--- src/rtl/alu_rf_core.sv ---
// Parametrised ALU with an NREG-entry register file, barrel shifter, NZCV flags and valid/ready handshake.
// Optional signed saturation of add/subtract ops is enabled by defining ALU_SAT_EN.
module alu_rf_core #(
    parameter int WIDTH = 8,
    parameter int NREG  = 4,
    localparam int RW = $clog2(NREG),
    localparam int SW = $clog2(WIDTH)
) (
    input  logic             clk,
    input  logic             rst_n,
    input  logic             in_valid,
    output logic             in_ready,
    input  logic [2:0]       op,
    input  logic             src_sel,
    input  logic [RW-1:0]    rs,
    input  logic [RW-1:0]    rd,
    input  logic             rd_we,
    input  logic [1:0]       shmode,
    input  logic [SW-1:0]    shamt,
    input  logic [WIDTH-1:0] a,
    input  logic [WIDTH-1:0] b,
    output logic [WIDTH-1:0] z,
    output logic             out_valid,
    input  logic             out_ready,
    output logic [3:0]       flags
);

    logic [WIDTH-1:0]        rf [NREG];
    logic [WIDTH-1:0]        m_p0, alu_p0, shf_p0;
    logic [WIDTH:0]          add_p0, sub_am_p0, sub_ma_p0;
    logic [WIDTH:0]          rsh_p0, lsh_p0;
    logic signed [WIDTH:0]   ash_p0;
    logic                    c_p0, v_p0, cf_p0;
    logic                    accept;

    function automatic logic ovf_add(input logic sx, input logic sy, input logic sr);
        return (sx == sy) && (sr != sx);
    endfunction

    // Overflow of x - y: operands of differing sign and result sign differs from x.
    function automatic logic ovf_sub(input logic sx, input logic sy, input logic sr);
        return (sx != sy) && (sr != sx);
    endfunction

`ifdef ALU_SAT_EN
    function automatic logic [WIDTH-1:0] sat_lim(input logic neg);
        return neg ? {1'b1, {(WIDTH-1){1'b0}}} : {1'b0, {(WIDTH-1){1'b1}}};
    endfunction
`endif

    assign in_ready  = !out_valid || out_ready;
    assign accept    = in_valid && in_ready;
    assign m_p0      = src_sel ? rf[rs] : b;
    assign add_p0    = {1'b0, a} + {1'b0, m_p0};
    assign sub_am_p0 = {1'b0, a} - {1'b0, m_p0};
    assign sub_ma_p0 = {1'b0, m_p0} - {1'b0, a};

    always_comb begin
        alu_p0 = a;
        c_p0   = 1'b0;
        v_p0   = 1'b0;
        case (op)
            3'b000: alu_p0 = a;
            3'b001: alu_p0 = m_p0;
            3'b010: begin
                alu_p0 = add_p0[WIDTH-1:0];
                c_p0   = add_p0[WIDTH];
                v_p0   = ovf_add(a[WIDTH-1], m_p0[WIDTH-1], add_p0[WIDTH-1]);
            end
            3'b011: begin
                alu_p0 = sub_am_p0[WIDTH-1:0];
                c_p0   = sub_am_p0[WIDTH];
                v_p0   = ovf_sub(a[WIDTH-1], m_p0[WIDTH-1], sub_am_p0[WIDTH-1]);
            end
            3'b100: begin
                alu_p0 = sub_ma_p0[WIDTH-1:0];
                c_p0   = sub_ma_p0[WIDTH];
                v_p0   = ovf_sub(m_p0[WIDTH-1], a[WIDTH-1], sub_ma_p0[WIDTH-1]);
            end
            3'b101: alu_p0 = a & m_p0;
            3'b110: alu_p0 = a | m_p0;
            default: alu_p0 = a ^ m_p0;
        endcase
`ifdef ALU_SAT_EN
        // The minuend (or either addend) sign tells which way the result overflowed.
        if (v_p0)
            alu_p0 = sat_lim(op == 3'b100 ? m_p0[WIDTH-1] : a[WIDTH-1]);
`endif
    end

    // Guard bit below (right shifts) or above (left shift) catches the last bit shifted out.
    always_comb begin
        rsh_p0 = {alu_p0, 1'b0} >> shamt;
        lsh_p0 = {1'b0, alu_p0} << shamt;
        ash_p0 = $signed({alu_p0, 1'b0}) >>> shamt;
        shf_p0 = alu_p0;
        cf_p0  = c_p0;
        case (shmode)
            2'b01: shf_p0 = rsh_p0[WIDTH:1];
            2'b10: shf_p0 = lsh_p0[WIDTH-1:0];
            2'b11: shf_p0 = ash_p0[WIDTH:1];
            default: shf_p0 = alu_p0;
        endcase
        if (shamt != '0) begin
            case (shmode)
                2'b01: cf_p0 = rsh_p0[0];
                2'b10: cf_p0 = lsh_p0[WIDTH];
                2'b11: cf_p0 = ash_p0[0];
                default: cf_p0 = c_p0;
            endcase
        end
    end

    // Result / register-file stage
    always_ff @(posedge clk or negedge rst_n) begin
        if (!rst_n) begin
            z         <= '0;
            flags     <= '0;
            out_valid <= 1'b0;
            for (int i = 0; i < NREG; i++)
                rf[i] <= '0;
        end else if (accept) begin
            z         <= shf_p0;
            flags     <= {shf_p0[WIDTH-1], (shf_p0 == '0), cf_p0, v_p0};
            out_valid <= 1'b1;
            if (rd_we)
                rf[rd] <= shf_p0;
        end else if (out_ready) begin
            out_valid <= 1'b0;
        end
    end

endmodule
--- config.mk ---
export PLATFORM = sky130hd
export DESIGN_NAME = alu_rf_core
export DESIGN_NICKNAME = d
export VERILOG_FILES = /design/src/rtl/alu_rf_core.sv
export SDC_FILE = /design/constraint.sdc
export NUM_CORES = 1
export LEC_CHECK = 0
export CORE_MARGIN = 10
export CORE_UTILIZATION = 40
export CTS_CLUSTER_DIAMETER = 200
export CTS_CLUSTER_SIZE = 12
export DETAILED_ROUTE_END_ITERATION = 8
export MAX_ROUTING_LAYER = met4
export PLACE_DENSITY = 0.69
export SLEW_MARGIN = 25
export SYNTH_ARGS = -nofsm -noshare
export SYNTH_HDL_FRONTEND = slang
export SYNTH_SLANG_ARGS = --single-unit
--- constraint.sdc ---
create_clock -name clk -period 4.66 [get_ports clk]
set_clock_uncertainty 0.2 [all_clocks]
set_input_delay 1.165 -clock clk [delete_from_list [all_inputs] [get_ports clk]]
set_output_delay 1.165 -clock clk [all_outputs]
set_load 0.05 [all_outputs]
==> metrics <==
WS Path Type input pin to flop; crit path DAT 4610 ps; outcome completed; Worst path slowest cell mux4_2; area of the multi-input gates 4400 um^2; Critical Path Sink Type flop; Via Count 5,498; achievable frequency 215 MHz; Initial Util 0.409; DRT antenna net count 0; Critical Path Max Stage Delay 320 ps; final net count 863; xor/xnor cell area share of the yosys netlist 0.0107; register area 1100 um^2; TritonCTS Sinks 44; Port Buffers 47; hold_sp z[2]; Worst-Skew Late Latency 280 ps; fin crit period 4640 ps; Clock Root Buffer clkbuf_16; Initial DRT Pass Iterations 6; clock tree from TritonCTS yes; leak pwr 3.36 nW; layout cell share with drive strength beyond 1 0.457; Syn Inst Count 594; Core Area 12,000 um^2; Max-Cap Viols 0; drt drc 0; Synth Area in Compound Gates 0.287; pwr dens 320 nW/um^2; vias in the first global route 5,618; FFs w/ async S/R, synth 1.00; hold_buf cts 0; worst path required time 4630 ps; vias per cell 5.87; post-layout total power 2.53 mW; WHS Endpoint z[2]; worst-case vdd ir drop 375 uV; dpl ws -1070 ps; Final Worst Setup Slack 15.2 ps; area grow syn2layout 61.0%; initial antenna violation count 0; Final Slew Violations 0; unrepaired setup endpoints after global routing yes; Distinct cells, synth 78; Crit path buffers/inverters 8; Top Ports 48; main combinational cell family by area after synthesis compound AO/OA/AOI/OAI gates; Yosys reg bits 44; number of synthesized flops with an enable pin 0; post-synthesis sequential area ratio 0.224; Util after Layout 0.659; type of the most critical hold path flop to flop; Final Hold Viols 0; Final setup viols 0; CTS Buffer Depth 2; Tcrit/Tclk final 0.997; die width 131 um; R2R setup slack 690 ps; R2R cell count 16; post-synthesis simple-gate area fraction 0.208; DRT iter0 DRCs 404; mean post-synth cell area 8.27 um^2; relative slew slack 0.566; Least-Margin Pin Slew 649 ps; gpl congestion 0.935; WL final 18,800 um; height of the chip 131 um; Hold Slack 269 ps; post-DP HPWL 13,900 um; H-tree levels 2; clock-pin slew on the worst setup and hold paths 60 ps; ant diodes 0; first-pass GRT wire length 29,400 um; synthesized area 4910 um^2; GR Overflow Total 0; number of CTS-inserted buffers 5; Reg-to-Reg Start rf[29]; Adder-Cell Fraction of Synth Area 0.106; Worst R2R End rf[23]; fill count 941; CP startpoint kind input pin; cell row count 40; gr usage total 0.220; crit-path cells buf_12, buf_8, buf_6, mux4_2, mux2i_4, ha_4, clkinvlp_4, buf_6, a211o_1, o211ai_1, o31a_1, a31oi_1, buf_4, buf_6, a21oi_4, a2111oi_4, a21o_1, buf_6, mux2_4; most frequent CP cell buf_6; wire length per cell 20.1 um; Most used DFF post-synth dfrtp_1; die area 17,100 um^2; Crit Path Max Fanout 7; YS warnings 0; mux cell area share after synthesis 0.101; hold depth 2; largest net degree at the start of global routing 45; Synth Net Count 668; CP delay by family, top compound AO/OA/AOI/OAI gates
==> timing repair <==
action / 4_1_cts / 5_1_grt
buffers inserted: 25 / 10
gates cloned: 1 / 0
pin swaps: 38 / 58
endpoints found under the setup margin: 42 / 41
gates resized for setup: 116 / 109
==> per-layer routing <==
| layer | track usage | part of all wire | vias to the layer above |
|---|---|---|---|
| met4 | 0.0916 | 0.036 | 0 |
| met1 | 0.271 | 0.42 | 2678 |
| met5 | - | 0 | - |
| met2 | 0.364 | 0.49 | 201 |
| met3 | 0.0181 | 0.051 | 50 |
| li1 | - | - | 2569 |
==> kinds of logic (layout without fill, tap and decap cells) <==
kind of cell | Yosys count | after routing
AND/OR/NAND/NOR | 204 | 204
adder cells (fa/ha/maj) | 40 | 40
AO/OA/AOI/OAI | 187 | 187
XOR/XNOR | 6 | 6
buffers and inverters | 70 | 266
flip-flops | 44 | 44
multiplexers | 43 | 43
==> how the worst max path moves through the flow <==
stage                      from       end  cells past startpoint
after global placement    rs[1]  flags[1]                     17
final                     rs[1]    rf[23]                     19
after detailed placement  rs[1]     rf[4]                     17
after floorplan           rs[1]  flags[2]                     18
after global routing      rs[1]  flags[2]                     19
after CTS                 rs[1]     rf[4]                     17
==> state kept, by name, summed over array words and instances, names as in the netlist <==
| register | cells |
|---|---|
| rf | 32 |
| flags | 3 |
| z | 8 |
| out_valid | 1 |
==> tightest hold or removal path, stage by stage, from the launching register on <==
cell     delay [ps]
dfrtp_1         330
nand2_1          50
nand2_1          50
==> report_power, final <==
group	internal (mW)	switching, mW
sequential	0.483	0.0740
clock	0.282	0.137
combinational	0.764	0.790
==> cell type report <==
cell class | instances | share of cell area
timing repair buffer | 225 | 0.241
clock buffer | 7 | 0.0193
tap | 147 | 0.0232
inverter | 33 | 0.0164
multi-input combinational | 480 | 0.557
clock inverter | 1 | 0.00380
sequential | 44 | 0.139
==> stage by stage <==
stage / cell area [um^2] / instances / setup TNS, ps
finish: 7910 / 937 / 0
global route: 7910 / 937 / -786
CTS: 7310 / 928 / 0
detailed placement: 6490 / 895 / -39250
global placement: 6490 / 895 / -36940
floorplan: 4940 / 594 / -29.4
==> cells in the mapped netlist (all sizes together), types with 7 or more instances <==
cell type | instances | area share
nor2b | 15 | 0.019
ha | 37 | 0.094
nor3 | 24 | 0.026
buf | 18 | 0.024
a211oi | 10 | 0.016
nand2b | 13 | 0.017
nand3 | 7 | 0.0071
nor2 | 56 | 0.044
a21o | 9 | 0.014
nand2 | 55 | 0.042
inv | 31 | 0.024
o21ai | 39 | 0.040
mux2i | 21 | 0.045
mux2 | 20 | 0.046
dfrtp | 44 | 0.22
a31oi | 8 | 0.013
clkbuf | 19 | 0.015
a21oi | 30 | 0.031
o311ai | 8 | 0.014
o211ai | 9 | 0.017
o221a | 7 | 0.016
o31ai | 7 | 0.011
==> cells in the final DEF, fill, tap and decap left out, types with 5 or more instances in the layout <==
cell type / Yosys / layout
dfrtp_1: 44 / 44
clkbuf_16: 0 / 5
o31ai_1: 7 / 5
nor2_1: 54 / 47
mux2i_4: 1 / 5
and2_1: 6 / 5
o21ai_1: 3 / 5
o21a_1: 6 / 6
nor3_2: 2 / 8
ha_2: 0 / 8
nor2b_1: 15 / 9
ha_4: 0 / 11
a21o_1: 9 / 9
mux2i_1: 20 / 11
nor3_1: 22 / 11
buf_6: 3 / 19
a221oi_2: 1 / 5
inv_2: 0 / 8
nor3_4: 0 / 5
clkdlybuf4s50_1: 0 / 43
nand2_1: 55 / 52
o21ai_0: 36 / 30
nor2_4: 0 / 5
mux2_2: 20 / 14
nand2b_1: 13 / 12
mux2i_2: 0 / 5
a21oi_1: 29 / 23
mux2_4: 0 / 6
ha_1: 37 / 18
inv_1: 31 / 21
buf_4: 3 / 158
o211ai_1: 8 / 8
Power figures use the tool's default switching activity.
